File: src/rtl/vga_pkg.sv
// Shared 640x480@60 timing constants, count type and window helper for the VGA timing generator.
package vga_pkg;

  localparam int CNT_W = 16;
  typedef logic [CNT_W-1:0] cnt_t;

  localparam int unsigned H_SYNC_640   = 96;
  localparam int unsigned H_BACK_640   = 48;
  localparam int unsigned H_ACTIVE_640 = 640;
  localparam int unsigned H_FRONT_640  = 16;
  localparam int unsigned V_SYNC_480   = 2;
  localparam int unsigned V_BACK_480   = 33;
  localparam int unsigned V_ACTIVE_480 = 480;
  localparam int unsigned V_FRONT_480  = 10;

  localparam int unsigned H_TOTAL = H_SYNC_640 + H_BACK_640 + H_ACTIVE_640 + H_FRONT_640;
  localparam int unsigned V_TOTAL = V_SYNC_480 + V_BACK_480 + V_ACTIVE_480 + V_FRONT_480;

  // Half-open window test: lo <= v < hi.
  function automatic logic in_window(input cnt_t v, input cnt_t lo, input cnt_t hi);
    return (v >= lo) && (v < hi);
  endfunction

endpackage

File: src/rtl/vga_axis_counter.sv
// Modulo-MODULUS position counter for one screen axis; exposes both the current and next count.
module vga_axis_counter
  import vga_pkg::*;
#(
  parameter int unsigned MODULUS = H_TOTAL
) (
  input  logic clk,
  input  logic rst,
  input  logic inc,
  output cnt_t count,
  output cnt_t count_next,
  output logic wrap
);

  localparam cnt_t LAST = cnt_t'(MODULUS - 1);

  cnt_t count_q;
  cnt_t count_d;

  always_comb begin
    wrap    = inc && (count_q == LAST);
    count_d = count_q;
    if (wrap) begin
      count_d = '0;
    end else if (inc) begin
      count_d = count_q + cnt_t'(1);
    end
  end

  always_ff @(posedge clk) begin
    if (rst) begin
      count_q <= '0;
    end else begin
      count_q <= count_d;
    end
  end

  assign count      = count_q;
  assign count_next = count_d;

endmodule

File: src/rtl/vga_timing_gen.sv
// VGA raster timing generator; all outputs are registered from the next-state counts.
// Define VGA_FRAME_CNT_EN to build the 8-bit completed-frame counter.
module vga_timing_gen
  import vga_pkg::*;
#(
  parameter int unsigned H_SYNC   = H_SYNC_640,
  parameter int unsigned H_BACK   = H_BACK_640,
  parameter int unsigned H_ACTIVE = H_ACTIVE_640,
  parameter int unsigned H_FRONT  = H_FRONT_640,
  parameter int unsigned V_SYNC   = V_SYNC_480,
  parameter int unsigned V_BACK   = V_BACK_480,
  parameter int unsigned V_ACTIVE = V_ACTIVE_480,
  parameter int unsigned V_FRONT  = V_FRONT_480,
  parameter bit          SYNC_POL = 1'b1
) (
  input  logic        clk,
  input  logic        rst,
  input  logic        ce,
  output logic [15:0] h_count,
  output logic [15:0] v_count,
  output logic        h_sync,
  output logic        v_sync,
  output logic        active,
  output logic [9:0]  pixel_x,
  output logic [9:0]  pixel_y,
  output logic        line_start,
  output logic        frame_start,
  output logic [7:0]  frame_cnt
);

  localparam int unsigned H_TOT = H_SYNC + H_BACK + H_ACTIVE + H_FRONT;
  localparam int unsigned V_TOT = V_SYNC + V_BACK + V_ACTIVE + V_FRONT;

  localparam cnt_t H_SYNC_END = cnt_t'(H_SYNC);
  localparam cnt_t V_SYNC_END = cnt_t'(V_SYNC);
  localparam cnt_t H_ACT_LO   = cnt_t'(H_SYNC + H_BACK);
  localparam cnt_t H_ACT_HI   = cnt_t'(H_SYNC + H_BACK + H_ACTIVE);
  localparam cnt_t V_ACT_LO   = cnt_t'(V_SYNC + V_BACK);
  localparam cnt_t V_ACT_HI   = cnt_t'(V_SYNC + V_BACK + V_ACTIVE);

  cnt_t h_cnt, h_next, v_cnt, v_next;
  logic h_wrap, v_wrap;

  vga_axis_counter #(.MODULUS(H_TOT)) u_h_counter (
    .clk        (clk),
    .rst        (rst),
    .inc        (ce),
    .count      (h_cnt),
    .count_next (h_next),
    .wrap       (h_wrap)
  );

  // The vertical axis only steps on the edge that ends a line.
  vga_axis_counter #(.MODULUS(V_TOT)) u_v_counter (
    .clk        (clk),
    .rst        (rst),
    .inc        (h_wrap),
    .count      (v_cnt),
    .count_next (v_next),
    .wrap       (v_wrap)
  );

  logic       h_sync_q, h_sync_d;
  logic       v_sync_q, v_sync_d;
  logic       active_q, active_d;
  logic [9:0] pixel_x_q, pixel_x_d;
  logic [9:0] pixel_y_q, pixel_y_d;
  logic       line_start_q, line_start_d;
  logic       frame_start_q, frame_start_d;

  always_comb begin
    h_sync_d      = (h_next < H_SYNC_END) ? SYNC_POL : ~SYNC_POL;
    v_sync_d      = (v_next < V_SYNC_END) ? SYNC_POL : ~SYNC_POL;
    active_d      = in_window(h_next, H_ACT_LO, H_ACT_HI) && in_window(v_next, V_ACT_LO, V_ACT_HI);
    pixel_x_d     = active_d ? 10'(h_next - H_ACT_LO) : '0;
    pixel_y_d     = active_d ? 10'(v_next - V_ACT_LO) : '0;
    // Wraps need an enabled step, so a ce=0 hold at (0,0) cannot re-fire the strobes.
    line_start_d  = h_wrap;
    frame_start_d = v_wrap;
  end

  always_ff @(posedge clk) begin
    if (rst) begin
      h_sync_q      <= SYNC_POL;
      v_sync_q      <= SYNC_POL;
      active_q      <= 1'b0;
      pixel_x_q     <= '0;
      pixel_y_q     <= '0;
      line_start_q  <= 1'b0;
      frame_start_q <= 1'b0;
    end else begin
      h_sync_q      <= h_sync_d;
      v_sync_q      <= v_sync_d;
      active_q      <= active_d;
      pixel_x_q     <= pixel_x_d;
      pixel_y_q     <= pixel_y_d;
      line_start_q  <= line_start_d;
      frame_start_q <= frame_start_d;
    end
  end

`ifdef VGA_FRAME_CNT_EN
  logic [7:0] frame_cnt_q, frame_cnt_d;

  always_comb begin
    frame_cnt_d = frame_start_d ? frame_cnt_q + 8'd1 : frame_cnt_q;
  end

  always_ff @(posedge clk) begin
    if (rst) begin
      frame_cnt_q <= '0;
    end else begin
      frame_cnt_q <= frame_cnt_d;
    end
  end

  assign frame_cnt = frame_cnt_q;
`else
  assign frame_cnt = '0;
`endif

  assign h_count     = h_cnt;
  assign v_count     = v_cnt;
  assign h_sync      = h_sync_q;
  assign v_sync      = v_sync_q;
  assign active      = active_q;
  assign pixel_x     = pixel_x_q;
  assign pixel_y     = pixel_y_q;
  assign line_start  = line_start_q;
  assign frame_start = frame_start_q;

endmodule

File: config.mk
export PLATFORM = sky130hd
export DESIGN_NAME = vga_timing_gen
export DESIGN_NICKNAME = d
export VERILOG_FILES = /design/src/rtl/vga_pkg.sv /design/src/rtl/vga_axis_counter.sv /design/src/rtl/vga_timing_gen.sv
export SDC_FILE = /design/constraint.sdc
export NUM_CORES = 1
export LEC_CHECK = 0
export ABC_CLOCK_PERIOD_IN_PS = 6000
export CAP_MARGIN = 0
export CORE_MARGIN = 2
export CORE_UTILIZATION = 45
export DETAILED_ROUTE_END_ITERATION = 8
export GPL_ROUTABILITY_DRIVEN = 0
export PLACE_DENSITY = 0.79
export SETUP_SLACK_MARGIN = 0.4
export SYNTH_ARGS = -nofsm -noshare
export SYNTH_HDL_FRONTEND = slang
export SYNTH_SLANG_ARGS = --single-unit
File: constraint.sdc
create_clock -name clk -period 6 [get_ports clk]
set_input_delay 1.2 -clock clk [delete_from_list [all_inputs] [get_ports clk]]
set_output_delay 1.2 -clock clk [all_outputs]
set_load 0.03 [all_outputs]
==> Word level (Yosys, flattened, before mapping) <==
Index checks and enable logic that the tools add are counted.
{ "op_classes": {"add_sub_neg": 4, "n_lt_le_gt_ge": 6, "n_eq_ne": 2, "mux": 6, "n_bitwise": 1, "reduce_logical": 6} }
{ "ops": {"columns": ["op", "count"], "rows": [
  ["$mux W16", 4],
  ["$add A16 B1 Y16 const B", 2],
  ["$eq A16 B10 Y1 const B", 2],
  ["$lt A16 B10 Y1 const B", 2],
  ["$ge A16 B6 Y1 const B", 1],
  ["$ge A16 B8 Y1 const B", 1],
  ["$lt A16 B2 Y1 const B", 1],
  ["$lt A16 B7 Y1 const B", 1],
  ["$sub A10 B6 Y10 const B", 1],
  ["$sub A10 B8 Y10 const B", 1],
  ["$logic_and A1 B1 Y1", 5],
  ["$mux W1", 2],
  ["$reduce_or A2 Y1", 1],
  ["$not A1 Y1", 1]
]} }
{ "word_totals": {"ff_bits": 57, "in_bits": 3, "out_inout_bits": 65, "word_cells": 34} }

==> Depth between registers and ports, before layout <==
Gate-level depths: netlist of run 1.
{ "logic_depth": {"ltp_word": 9, "depth_mapped": 13, "ltp_nobuf": 11} }

==> By module <==
Synthesis of run 1 repeated with hierarchy kept, for this count alone.
{ "unflattened": {"cells_unflattened": 312, "area_unflattened_um2": 3051.7} }
{ "by_module_without_submodules": {"columns": ["mod", "n_inst", "cells_per_inst", "area_each_um2", "seq_area_each_um2"], "rows": [
  ["vga_timing_gen", 1, 120, 1277.5, 500.5],
  ["vga_axis_counter at u_v_counter", 1, 98, 899.6, 320.3],
  ["vga_axis_counter at u_h_counter", 1, 94, 874.6, 320.3]
]} }

==> Least setup slack after synthesis of run 1 <==
No wires, ideal clock.
{ "synth_path": {"path_type": "in2reg", "start": "in ce", "end": "reg pixel_y_q[7], in the netlist pixel_y[7]", "setup_time_ps": 87, "arrival_time_ps": 3700, "required_ps": 5913, "path_slack_ps": 2213, "cell_stages": 10, "n_path_buf": 2, "cell_sequence": "buf_2 > nand4_1 > nor4_4 > nand2_1 > a22o_1 > ha_1 > or3_1 > o221a_4 > buf_6 > nor4b_4"} }
{ "synth_via": {"elab_chain_cells": 8, "elab_cells_between_ends": 16, "classes_between": "add/sub: 1; order compare: 4; mux: 4; bitwise: 1; reduce/logical: 6"} }
{ "synth_rtl": {"columns": ["item", "line", "source"], "rows": [
  ["start, declared", "vga_timing_gen.sv:18", "input logic ce,"],
  ["$logic_and A1 B1 Y1 (*)", "vga_axis_counter.sv:21", "wrap = inc && (count_q == LAST);"],
  ["$mux W16 or $logic_and A1 B1 Y1 (tied branches)", "vga_axis_counter.sv:25, vga_axis_counter.sv:21", null],
  ["$mux W16 (*)", "vga_axis_counter.sv:23", "if (wrap) begin"],
  ["net u_v_counter.count_next[1]", "vga_axis_counter.sv:11", "output cnt_t count_next,"],
  ["$ge A16 B6 Y1 or $lt A16 B10 Y1 (tied branches)", "vga_pkg.sv:21", "return (v >= lo) && (v < hi);"],
  ["$logic_and A1 B1 Y1", "vga_pkg.sv:21", null],
  ["$logic_and A1 B1 Y1", "vga_timing_gen.sv:74", "active_d = in_window(h_next, H_ACT_LO, H_ACT_HI) && in_window(v_next, V_ACT_LO, V_ACT_HI);"],
  ["$not A1 Y1 (no source line)", null, null],
  ["$reduce_or A2 Y1 (no source line)", null, null],
  ["end signal, assigned", "vga_timing_gen.sv:96", "pixel_y_q <= pixel_y_d;"],
  ["end, declared", "vga_timing_gen.sv:67", "logic [9:0] pixel_y_q, pixel_y_d;"]
]} }
The timed path passes the listed nets; every way through them passes the cells marked *.
A chain may end at the register's enable or synchronous reset.

==> Worst setup path in the final report of run 1 <==
{ "layout_path": {"start": "in ce", "end": "reg pixel_y_q[9], in the netlist pixel_y[9]"} }
{ "layout_via": {"elab_chain_cells": 8, "elab_cells_between_ends": 16, "classes_between": "add/sub: 1; order compare: 4; mux: 4; bitwise: 1; reduce/logical: 6"} }
{ "layout_rtl": {"columns": ["item", "line"], "rows": [
  ["$logic_and A1 B1 Y1", "vga_axis_counter.sv:21"],
  ["$mux W16 or $logic_and A1 B1 Y1 (tied branches)", "vga_axis_counter.sv:25, vga_axis_counter.sv:21"],
  ["$mux W16", "vga_axis_counter.sv:23"],
  ["$ge A16 B6 Y1 or $lt A16 B10 Y1 (tied branches)", "vga_pkg.sv:21"],
  ["$logic_and A1 B1 Y1", "vga_pkg.sv:21"],
  ["$logic_and A1 B1 Y1", "vga_timing_gen.sv:74"],
  ["$not A1 Y1 (no source line)", null],
  ["$reduce_or A2 Y1 (no source line)", null]
]} }
Several ways; a longest one is shown, not always the timed one.

==> impl_metrics.tcl, run 1 <==
set metrics [dict create \
    groute.usage.overall 0.213 \
    die_area_mm2 0.00784 \
    seqPwrFrac 0.499 \
    pwr-share-clk 0.464 \
    power_leakage_uw 0.00140 \
    crit_arrival_ns 5.16 \
    worst_pin_slew_ns 0.996 \
    totalNegativeSetupSlack_ns 0 \
    drt_first_pass_iters 5 \
    synthCells 365 \
    ys_top_cells_by_area "dfxtp_1 (35%), xnor2_1 (5.2%), xor2_1 (4.9%)" \
    worstPathCellList "clkdlybuf4s50_1 > nand4_1 > nor4_4 > nand2_1 > nand2_1 > ha_1 > a311oi_1 > a311oi_1 > nand4_1 > nor4b_1" \
    final_core_util 0.582 \
    portBuffers 59 \
    cts.sink_count 57 \
    peakVddDrop_v 0.0000894 \
    required_ns 6.24 \
    rsz0062_at_grt "no" \
    synth_edf_count 0 \
    io_pins 68 \
    avgSynthCellArea_um2 8.81 \
    grt_max_degree 27 \
    vias 2839 \
    ys_seq_area_frac 0.355 \
    drtIter0Drc 216 \
    cap_violations 0 \
    critPathCaptureType "flip-flop" \
    status "finished clean" \
    dp_cells 497 \
    p_per_area_mw_per_mm2 192 \
    p_int_uw 590 \
    relSlewSlack 0.334 \
    whs_path_depth 2 \
    viasPerCell 5.53 \
    fin_crit_ns 4.92 \
    antenna_found_initial 0 \
    synth_most_common_cell "dfxtp_1" \
    switching_share 0.231 \
    min_from "u_v_counter.count[15]" \
    yosys.area.top_type "dfxtp_1" \
    skew_ns 0.00849 \
    die_w_um 88.6 \
    worstSkewPairLatency_ns 0.35 \
    fin_nets 421 \
    ant_nets 0 \
    maxClockFrequency_mhz 203 \
    finalWirelength_um 7810 \
    ctsHoldBuffers 0 \
    finalSetupViolations 0 \
    htreeDepth 3 \
    n_antenna_cell 0 \
    cts_setup_buffers 0 \
    wl_per_cell_um 15.2 \
    crit-reg2reg-capture "pixel_y[9]" \
    grt-ovfl-total 0 \
    nFillCells 605 \
    min_path_type "flip-flop to flip-flop" \
    min_to "u_v_counter.count[15]" \
    holdWs_ns 0.557 \
    cts_tree "yes" \
    placed_area_mm2 0.00380 \
    area_growth_pct 24.3 \
    clockBufferDepth 2 \
    grt_pass1_vias 2532 \
    synthArstFlopShare 0 \
    die_y_um 88.6 \
    final_cell_area_mm2 0.00400 \
    start_kind "input pin" \
    timing.final.crit_share 0.820 \
    synth_top_flop_cell "dfxtp_1" \
    slowest_stage "nand4_1" \
    drive_gt1_frac 0.101 \
    clk_pin_slew_ns 0.07 \
    syn_area_mm2 0.00322 \
    path_class "input pin to flip-flop" \
    p_switching_uw 177 \
    reg2reg_from "u_h_counter.count[0]" \
    r2r_setup_slack_ns 2.00 \
    ys_seq_elements 57 \
    grt_pass1_wl_um 12600 \
    rr_worst_depth 10 \
    rows 30 \
    hold_viol 0 \
    cts_resized 0 \
    final_max_slew_viol_count 0 \
    cts_root_buf "clkbuf_8" \
    initial_core_util 0.468 \
    synth_top_area_frac 0.355 \
    cts_buffers 9 \
    dp_hpwl_um 5790 \
    drcViolationCount 0 \
    ys_warn_count 0 \
    cp_max_fo 21 \
    critical_path.max_stage_delay_ns 0.82 \
    coreArea_mm2 0.00687 \
    combPwrFrac 0.037 \
    final_cells 513 \
    synth_commonest_cells "dfxtp_1 (57), nor2_1 (37), nor3_1 (19), xnor2_1 (19)" \
    synthDistinctLibCells 64 \
]
-- routing by layer --
metal  vias to the layer above  part of all wire  track usage
met5                         -                 0            0
met4                         0             0.018       0.0647
met3                        18             0.070       0.0616
met2                       115              0.48        0.340
met1                      1323              0.44        0.280
li1                       1383                 -            -
-- power by group through the flow --
| stage | Sequential, µW | Combinational (µW) | Clock, µW |
|---|---|---|---|
| after floorplan | 393 | 22.2 | 0 |
| after global placement | 391 | 27.7 | 0 |
| after detailed placement | 391 | 28.6 | 0 |
| after CTS | 382 | 28.7 | 361 |
| after global routing | 382 | 30.6 | 384 |
| final | 382 | 28.7 | 356 |
-- worst max path at each step --
stage / from / to
floorplan: ce / pixel_y[7]
global placement: ce / pixel_y[9]
detailed placement: ce / pixel_y[9]
CTS: ce / pixel_y[9]
global route: ce / pixel_y[9]
finish: ce / pixel_y[9]
-- registers in the layout (all words and copies together), names as in the netlist --
register,cells
u_h_counter.count,16
v_sync,1
u_v_counter.count,16
line_start,1
h_sync,1
frame_start,1
pixel_x,10
active,1
pixel_y,10
-- per-stage QoR --
step / setup WS (ns) / power (µW)
final: 1.08 / 767
after global routing: 0.774 / 796
after CTS: 1.13 / 772
after detailed placement: 0.770 / 420
after global placement: 0.936 / 418
after floorplan: 2.21 / 415
-- layout make-up --
| class | instances | area (µm²) | area share |
|---|---|---|---|
| clock buffer | 11 | 141 | 0.0353 |
| clock inverter | 5 | 55.1 | 0.0138 |
| sequential | 57 | 1140 | 0.285 |
| multi-input combinational | 275 | 1910 | 0.477 |
| inverter | 8 | 30.0 | 0.00751 |
| timing repair buffer | 61 | 606 | 0.151 |
| tap | 96 | 120 | 0.0300 |
-- worst max-delay path: cells and delay by family --
family / cells / cell delay, ns
AOI/OAI and AO/OA: 2 / 0.39
adders and majority gates: 1 / 0.26
buffers and inverters: 1 / 0.68
and+or+nand+nor: 6 / 2.61
-- logic make-up (layout without fill, tap and decap cells) --
family	count (synthesis)	in the layout	synth area share
flops	57	57	0.355
mux	8	8	0.0268
xor+xnor	37	37	0.101
other cells	1	8	0.00117
compound gates	51	51	0.128
simple gates	165	165	0.305
buf+inv	40	85	0.0607
fa+ha+maj	6	6	0.0233
-- placed cells by master, fill, tap and decap left out, types with 6 or more instances in the layout --
cell type,n
a21oi_1,8
and2_1,7
and3_1,11
and4_1,6
clkbuf_8,10
clkdlybuf4s50_1,59
conb_1,8
dfxtp_1,57
ha_1,6
inv_1,8
nand2_1,18
nand3_1,14
nand4_1,11
nor2_1,37
nor2b_1,7
nor3_1,19
o21ai_0,10
xnor2_1,19
xor2_1,18
(Power assumes the default switching activity.)
==> run 2: changes to the inputs <==
ABC_CLOCK_PERIOD_IN_PS = 4000   (was 6000)
PLACE_DENSITY = 0.82   (was 0.79)
clock period = 4 ns   (was 6 ns; I/O delays follow)
==> run 2 against run 1 <==
  * Clock power rose by 69%
  * Total power rose by 59%
  * Flip-flop and latch count did not move
  * Clock-buffer cell count did not move
  * Wire length rose by 7.2%
  * Design area rose by 3.3%
  * Hold slack improved by 0.022 ns
  * Via count rose by 6.4%
  * Sequential share of layout area fell by 0.90 points
  * Largest power group is now the clock network
==> impl_metrics.tcl, run 2 (synthesis gave the netlist of run 1 again) <==
set metrics [dict create \
    seqPwrFrac 0.471 \
    grt_pass1_wl_um 12800 \
    worstSkewPairLatency_ns 0.34 \
    pwr-share-clk 0.493 \
    p_switching_uw 267 \
    status "finished clean" \
    critPathCaptureType "flip-flop" \
    die_area_mm2 0.00784 \
    use_met2 0.336 \
    holdWs_ns 0.579 \
    dp_cells 505 \
    r2r_setup_slack_ns 0.58 \
    rsz0062_at_grt "no" \
    peakVddDrop_v 0.000192 \
    worst_pin_slew_ns 0.615 \
    viasPerCell 5.77 \
    cts_root_buf "clkbuf_8" \
    cts.sink_count 57 \
    die_w_um 88.6 \
    area_growth_pct 28.4 \
    final_max_slew_viol_count 0 \
    finalSetupViolations 0 \
    dp_hpwl_um 5930 \
    coreArea_mm2 0.00687 \
    power_leakage_uw 0.00148 \
    fin_nets 432 \
    relSlewSlack 0.587 \
    use_met3 0.0466 \
    dp_slack_ns 0.0819 \
    maxClockFrequency_mhz 281 \
    drtIter0Drc 393 \
    drt_first_pass_iters 5 \
    initial_core_util 0.468 \
    clockBufferDepth 2 \
    groute.usage.overall 0.214 \
    final_cell_mix "clkdlybuf4s50_1 (59), dfxtp_1 (57), nor2_1 (37), xnor2_1 (19), nor3_1 (19)" \
    start_kind "input pin" \
    min_path_type "flip-flop to flip-flop" \
    cp_max_fo 21 \
    die_y_um 88.6 \
    n_antenna_cell 0 \
    timing.final.crit_share 0.888 \
    final_common_cell "clkdlybuf4s50_1" \
    grt-ovfl-total 0 \
    cts_buffers 9 \
    cts_tree "yes" \
    drive_gt1_frac 0.124 \
    critical_path.max_stage_delay_ns 0.48 \
    totalNegativeSetupSlack_ns 0 \
    grt_use_met1 0.273 \
    cap_violations 0 \
    gr-max-usage-layer "met2" \
    combPwrFrac 0.035 \
    drcViolationCount 0 \
    rows 30 \
    htreeDepth 3 \
    slowest_stage "clkdlybuf4s50_1" \
    io_pins 68 \
    path_class "input pin to flip-flop" \
    switching_share 0.219 \
    final_cells 524 \
    ctsHoldBuffers 0 \
    crit_arrival_ns 3.78 \
    nFillCells 580 \
    skew_ns 0.0142 \
    antenna_found_initial 0 \
    clk_pin_slew_ns 0.06 \
    layout_setup_ws_ns 0.447 \
    worstPathCellList "clkdlybuf4s50_1 > nand4_1 > buf_4 > nor4_4 > o41ai_4 > o21ai_0 > ha_1 > nand4b_1 > o21ai_1 > o221a_4 > nor4b_1" \
    required_ns 4.23 \
    p_per_area_mw_per_mm2 294 \
    hold_viol 0 \
    grt_pass1_vias 2704 \
    grt_max_degree 27 \
    ant_nets 0 \
    fin_crit_ns 3.55 \
    vias 3021 \
    finalWirelength_um 8370 \
    wl_per_cell_um 16.0 \
    portBuffers 59 \
    p_int_uw 950 \
]
[run 2: cell types whose count changed in the layout (fill, tap and decap cells not counted), sizes merged]
cell	change
clkinvlp	-2
buf	+11
bufinv	+1
clkinv	+1
[run 2: cell type report]
| class | instances | area, µm² | share of cell area |
|---|---|---|---|
| inverter | 8 | 30.0 | 0.00727 |
| clock buffer | 11 | 141 | 0.0342 |
| timing repair buffer | 72 | 701 | 0.170 |
| multi-input combinational | 275 | 1920 | 0.464 |
| tap | 96 | 120 | 0.0291 |
| sequential | 57 | 1140 | 0.276 |
| clock inverter | 5 | 78.8 | 0.0191 |
[run 2: per-stage QoR]
stage               cell area, µm²   util  power (µW)
floorplan                     3240      -         623
global placement              3880  0.564         628
detailed placement            3880  0.564         629
CTS                           4100  0.596        1220
global route                  4130  0.601        1250
finish                        4130  0.601        1220
[run 2: power groups by stage]
stage | clock [µW] | sequential, µW | combinational (µW)
2_1_floorplan | 0 | 590 | 33.3
3_3_place_gp | 0 | 586 | 42.2
3_5_place_dp | 0 | 586 | 42.6
4_1_cts | 603 | 573 | 42.8
5_1_grt | 632 | 573 | 46.0
6_report | 600 | 573 | 42.9
[run 2: critical path, delay by kind of cell]
kind | cells | cell delay, ns
buffers and inverters | 2 | 0.66
adder cells (fa/ha/maj) | 1 | 0.33
AO/OA/AOI/OAI | 4 | 1.02
AND/OR/NAND/NOR | 4 | 0.97
[run 2: final timing paths]
check | cells after the start | end | start
max | 11 | pixel_y[9] | ce
min | 2 | u_v_counter.count[15] | u_v_counter.count[15]
max reg2reg | 8 | pixel_y[9] | u_v_counter.count[3]
min reg2reg | 2 | u_v_counter.count[15] | u_v_counter.count[15]
[run 2: timing repair]
item	4_1_cts	5_1_grt
endpoints found under the setup margin	0	9
resized for setup	0	1
setup buffers	0	3
[run 2: per-layer routing]
| metal | up-vias | wire, µm |
|---|---|---|
| met5 | - | 0 |
| met4 | 0 | 251 |
| met3 | 35 | 581 |
| met2 | 159 | 3980 |
| met1 | 1422 | 3550 |
| li1 | 1405 | - |
==> run 3: changes to the inputs <==
CTS_CLUSTER_DIAMETER = 50   (was not set)
==> results of run 3 <==
Final layout, timing and power as in run 2 (identical DEF).
